--- config.mk ---
export PLATFORM = sky130hd
export DESIGN_NAME = pacman_mover
export DESIGN_NICKNAME = d
export VERILOG_FILES = /design/src/rtl/pacman_mover.sv
export SDC_FILE = /design/constraint.sdc
export NUM_CORES = 1
export LEC_CHECK = 0
export CAP_MARGIN = 5
export CORE_ASPECT_RATIO = 0.9
export CORE_MARGIN = 1
export CORE_UTILIZATION = 47
export DETAILED_ROUTE_END_ITERATION = 10
export PLACE_DENSITY = 0.68
export SLEW_MARGIN = 0
export SYNTH_ARGS = -nofsm -noshare
export SYNTH_HDL_FRONTEND = slang
export SYNTH_SLANG_ARGS = --single-unit
--- constraint.sdc ---
create_clock -name clk -period 3.5 [get_ports clk]
set_clock_uncertainty 0.2 [all_clocks]
set_input_delay 0.525 -clock clk [delete_from_list [all_inputs] [get_ports clk]]
set_output_delay 0.525 -clock clk [all_outputs]
set_load 0.005 [all_outputs]
--- src/rtl/pacman_mover.sv ---
// pacman_mover: owns Pac-Man's tile position and drives it to the sprite renderer.
//
// Each movement step the mover tries the tile in the latched
// player-requested direction. If that tile is a wall, it tries the tile
// straight ahead in the current facing. If both are blocked, it stays put.
// Each try is one query to the external maze wall map.
//
// Ports
//   clk                 system clock
//   reset_n             synchronous active-low reset
//   gameover            freezes motion, key latch and the step divider while high
//   key_up/down/left/right
//                       level-sensitive direction requests (up > down > left > right)
//   wall_req            one-cycle wall-map query strobe
//   wall_x, wall_y      tile being queried (hold last value between queries)
//   wall_in             wall bit for the query, valid the cycle after wall_req
//   pac_x, pac_y        current tile (to renderer)
//   pac_dir             facing: 00 right, 01 left, 10 up, 11 down
//   step                one-cycle pulse in the first cycle a new position is visible
//
// Build option
//   TUNNEL_WRAP_EN      when defined, moves off a maze edge wrap to the
//                       opposite edge and are queried normally. When
//                       undefined, the maze edges are hard walls and are
//                       never queried.
module pacman_mover #(
    parameter int unsigned COLS     = 25,
    parameter int unsigned ROWS     = 22,
    parameter int unsigned START_X  = 12,
    parameter int unsigned START_Y  = 16,
    parameter int unsigned MOVE_DIV = 5000000
) (
    input  logic       clk,
    input  logic       reset_n,
    input  logic       gameover,
    input  logic       key_up,
    input  logic       key_down,
    input  logic       key_left,
    input  logic       key_right,
    output logic       wall_req,
    output logic [4:0] wall_x,
    output logic [4:0] wall_y,
    input  logic       wall_in,
    output logic [4:0] pac_x,
    output logic [4:0] pac_y,
    output logic [1:0] pac_dir,
    output logic       step
);

    localparam int unsigned CNT_W = $clog2(MOVE_DIV);

    localparam logic [4:0] X_LAST  = 5'(COLS - 1);
    localparam logic [4:0] Y_LAST  = 5'(ROWS - 1);
    localparam logic [4:0] X_START = 5'(START_X);
    localparam logic [4:0] Y_START = 5'(START_Y);

    localparam logic [1:0] DIR_RIGHT = 2'b00;
    localparam logic [1:0] DIR_LEFT  = 2'b01;
    localparam logic [1:0] DIR_UP    = 2'b10;
    localparam logic [1:0] DIR_DOWN  = 2'b11;

    typedef enum logic [2:0] {
        IDLE,
        Q_DES,
        W_DES,
        Q_CUR,
        W_CUR
    } state_t;

    // Candidate tile; ok=0 means it lies off the maze edge.
    typedef struct packed {
        logic       ok;
        logic [4:0] x;
        logic [4:0] y;
    } tile_t;

    state_t             state;
    logic [CNT_W-1:0]   cnt;
    logic [1:0]         desired_dir;

    logic               tick;
    logic               key_any;
    logic [1:0]         key_dir;
    tile_t              des_tile;
    tile_t              cur_tile;

    // One coordinate step along an axis; returns {in_grid, new_value}.
    function automatic logic [5:0] step_axis(input logic [4:0] v,
                                             input logic       inc,
                                             input logic [4:0] last);
        logic [5:0] r;
        if (inc) begin
            if (v == last) begin
`ifdef TUNNEL_WRAP_EN
                r = {1'b1, 5'd0};
`else
                r = {1'b0, v};
`endif
            end else begin
                r = {1'b1, v + 5'd1};
            end
        end else begin
            if (v == 5'd0) begin
`ifdef TUNNEL_WRAP_EN
                r = {1'b1, last};
`else
                r = {1'b0, v};
`endif
            end else begin
                r = {1'b1, v - 5'd1};
            end
        end
        return r;
    endfunction

    // Adjacent tile of (x,y) in direction d.
    function automatic tile_t neighbour(input logic [4:0] x,
                                        input logic [4:0] y,
                                        input logic [1:0] d);
        tile_t      t;
        logic [5:0] s;
        t.ok = 1'b1;
        t.x  = x;
        t.y  = y;
        case (d)
            DIR_RIGHT: begin
                s    = step_axis(x, 1'b1, X_LAST);
                t.ok = s[5];
                t.x  = s[4:0];
            end
            DIR_LEFT: begin
                s    = step_axis(x, 1'b0, X_LAST);
                t.ok = s[5];
                t.x  = s[4:0];
            end
            DIR_UP: begin
                s    = step_axis(y, 1'b0, Y_LAST);
                t.ok = s[5];
                t.y  = s[4:0];
            end
            default: begin
                s    = step_axis(y, 1'b1, Y_LAST);
                t.ok = s[5];
                t.y  = s[4:0];
            end
        endcase
        return t;
    endfunction

    // Movement step strobe from the divider.
    assign tick = (cnt == CNT_W'(MOVE_DIV - 1));

    // Highest-priority pressed key.
    assign key_any = key_up | key_down | key_left | key_right;

    always_comb begin
        key_dir = DIR_RIGHT;
        if (key_up) begin
            key_dir = DIR_UP;
        end else if (key_down) begin
            key_dir = DIR_DOWN;
        end else if (key_left) begin
            key_dir = DIR_LEFT;
        end
    end

    // Candidate tiles for the requested turn and for going straight.
    assign des_tile = neighbour(pac_x, pac_y, desired_dir);
    assign cur_tile = neighbour(pac_x, pac_y, pac_dir);

    // Key latch, step divider and lookup FSM. wall_x/wall_y double as the
    // registered target tile, so a granted move simply copies them into pac.
    always_ff @(posedge clk) begin
        if (!reset_n) begin
            state       <= IDLE;
            cnt         <= '0;
            desired_dir <= DIR_LEFT;
            pac_x       <= X_START;
            pac_y       <= Y_START;
            pac_dir     <= DIR_LEFT;
            wall_req    <= 1'b0;
            wall_x      <= 5'd0;
            wall_y      <= 5'd0;
            step        <= 1'b0;
        end else begin
            wall_req <= 1'b0;
            step     <= 1'b0;

            if (!gameover && key_any) begin
                desired_dir <= key_dir;
            end

            if (gameover || tick) begin
                cnt <= '0;
            end else begin
                cnt <= cnt + CNT_W'(1);
            end

            case (state)
                IDLE: begin
                    if (tick && !gameover) begin
                        if (des_tile.ok) begin
                            wall_req <= 1'b1;
                            wall_x   <= des_tile.x;
                            wall_y   <= des_tile.y;
                            state    <= Q_DES;
                        end else if ((desired_dir != pac_dir) && cur_tile.ok) begin
                            // Requested turn leaves the maze: behave as if
                            // it were a wall and try straight ahead at once.
                            wall_req <= 1'b1;
                            wall_x   <= cur_tile.x;
                            wall_y   <= cur_tile.y;
                            state    <= Q_CUR;
                        end
                    end
                end

                Q_DES: begin
                    state <= gameover ? IDLE : W_DES;
                end

                W_DES: begin
                    if (gameover) begin
                        state <= IDLE;
                    end else if (!wall_in) begin
                        pac_x   <= wall_x;
                        pac_y   <= wall_y;
                        pac_dir <= desired_dir;
                        step    <= 1'b1;
                        state   <= IDLE;
                    end else if ((desired_dir == pac_dir) || !cur_tile.ok) begin
                        state <= IDLE;
                    end else begin
                        wall_req <= 1'b1;
                        wall_x   <= cur_tile.x;
                        wall_y   <= cur_tile.y;
                        state    <= Q_CUR;
                    end
                end

                Q_CUR: begin
                    state <= gameover ? IDLE : W_CUR;
                end

                W_CUR: begin
                    if (!gameover && !wall_in) begin
                        pac_x <= wall_x;
                        pac_y <= wall_y;
                        step  <= 1'b1;
                    end
                    state <= IDLE;
                end

                default: begin
                    state <= IDLE;
                end
            endcase
        end
    end

endmodule

==> metrics <==
number of global-route vias before repair around 2700; largest family of logic cells by synthesized area simple AND/OR/NAND/NOR gates; post-synthesis compound-gate area fraction 0.192; Mean Syn Cell Area between 7 and 8 um^2; pwr/cell area about 300 nW/um^2; CTS root buffer clkbuf_8; vias per cell around 5.8; total wire length 7.75 mm; Die Footprint ~7300 um^2; post-synthesis mux area share 0.0436; post-CTS setup buffer count 0; fmax 359 MHz; Congestion Overflow GR 0; clock latency on the worst-skew pair approximately 300 ps; post-synth top area cell dfxtp_1; final worst-path cycle share 0.796; overall power approximately 0.0011 W; WP buf/inv 1; Max Cap Viol 0; initial core utilization 0.491; core area 6660 um^2; nature of the critical path endpoint register; Antenna Violating Nets Remaining 0; relative slew slack 0.588; clock buffer depth 2; ANT cells 0; drc violations 0; Fill cells ~640; number of port buffers 31; Worst path top cell family by delay simple AND/OR/NAND/NOR gates; leakage ~1.4 nW; Synth Area in Adders 0.0268; status completed; CP cell instances inv_1 -> ha_1 -> or4b_1 -> a21oi_1 -> or3b_1 -> o211ai_1 -> o2111ai_1 -> o21ai_0; EDFF count, synth 0; CTS sink cnt 52; Fin. Hold Viols 0; area of the multi-input gates 2050 um^2; RSZ-0062 raised after global routing false; Yosys reg bits 52; Max Fanout on Critical Path 14; HP Class reg -> reg; Final Util 0.566; yosys warns 0; Die Span Y 81.1 um; All-Layer GR Usage 0.220; layout cell share with drive strength beyond 1 0.0644; count of final setup violators 0; slowest stage delay, CP ~500 ps; # resized after CTS 0; commonest non-fill, non-tap cell in the layout nor2_1; antenna violations before repair 0; FP Rows 28; Pre-antenna DRT Iters 4; io pins 32; CP required approximately 3500 ps; post-synth cell types 63; DR WL/cell 14.8 um; share of the synthesized area in the top cell type 0.319; pre-CTS setup slack ~650 ps; largest net degree at the start of global routing 24; CTS Buf Count 5; CTS tree built; Post-Syn Instances 420; Initial DRC Count approximately 200; GP Congestion ~0.80; Synth-to-Final Area Change 15.3%; width of the die roughly 90 um; Post-synth top flop dfxtp_1; clock slew at reported path FFs approximately 90 ps; synth top area cells dfxtp_1 32%, nor2_1 7.0%, xor2_1 4.0%; highest-count cells in the layout ignoring fill and taps 61 x nor2_1, 52 x dfxtp_1, 31 x clkdlybuf4s50_1; post-synthesis sequential area ratio 0.319; Final Slew Violations 0; Startpoint Class register; Fin Setup TNS 0 ps; Post-Synth Simple-Gate Area 0.292; register area between 1000 and 1500 um^2; Worst Max-Slew Pin Slew 617 ps; CTS H-Tree Depth 2; vias post-DR around 3000; wire length of the first global-routing pass approximately 13 mm; Syn Nets 435; final-stage net count between 400 and 500; cts hold-fix bufs 0; Final min period approximately 2800 ps; Setup CP Type reg -> reg; Post-Syn Area roughly 3300 um^2; worst setup margin around 710 ps; CP max stage cell or3b_1; DP HPWL about 5.2 mm; Max VDD drop roughly 0.00014 V; Worst EP arrival 2760 ps; Post-Synth XOR/XNOR Area 0.0697; Async S/R FF share, synth 0
## sequential cells by signal, indices dropped and copies added, names as in the netlist
register,flops
cnt,23
pac_x,5
pac_y,5
wall_x,5
wall_y,5
state,3
desired_dir,2
pac_dir,2
step,1
wall_req,1
## metal layers
layer	vias to the layer above	global-route usage	wire length, um	part of all wire
met2	74	0.345	3340	0.43
met4	0	0.0565	63	0.0081
li1	1523	-	-	-
met3	8	0.0412	354	0.046
met5	-	0	0	0
met1	1421	0.313	3990	0.51
## through the flow
stage	area, um^2	cells	hold WS (ps)
floorplan	3270	420	226
global placement	3640	518	242
detailed placement	3640	518	255
CTS	3770	525	278
global route	3770	525	325
finish	3770	525	272
## Yosys cell counts, types with 6 or more instances
master	n
o211ai_1	8
dfxtp_1	52
o21ai_0	17
nor3b_1	7
a211oi_1	7
inv_1	13
nand2_1	28
xnor2_1	11
clkbuf_1	27
xor2_1	15
or3_1	6
nand3_1	25
mux2i_1	12
nor2_1	61
ha_1	7
nor3_1	13
and3_1	7
a21oi_1	19
## worst paths after layout
path         startpoint        end  slack [ps]  cells after the start
min reg2reg      cnt[0]     cnt[0]         270                      1
max            pac_y[1]  wall_x[4]         710                      8
min              cnt[0]     cnt[0]         270                      1
max reg2reg    pac_y[1]  wall_x[4]         710                      8
## power breakdown
part	total, W	internal (W)	switching (W)
sequential	0.000602	0.000594	0.00000761
combinational	0.0000641	0.0000281	0.0000359
clock	0.000475	0.000281	0.000194
total	0.00114	0.000904	0.000237
## logic make-up after synthesis
group,Yosys count
AO/OA/AOI/OAI,89
XOR/XNOR,26
buffers and inverters,46
AND/OR/NAND/NOR,186
multiplexers,14
flip-flops,52
adder cells (fa/ha/maj),7
## worst register-to-register path: stages, from the launching register on
cell       delay [ps]
dfxtp_1           420
inv_1             120
ha_1              260
or4b_1            480
a21oi_1           260
or3b_1            500
o211ai_1          180
o2111ai_1         130
o21ai_0           100
## layout make-up
| class | count | share of cell area |
|---|---|---|
| Timing Repair Buffer | 41 | 0.102 |
| Inverter | 13 | 0.0130 |
| Clock inverter | 2 | 0.0159 |
| Tap cell | 90 | 0.0299 |
| Clock buffer | 5 | 0.0183 |
| Multi-Input combinational cell | 322 | 0.544 |
| Sequential cell | 52 | 0.276 |
Note: power is estimated with default switching activity, not from simulation.
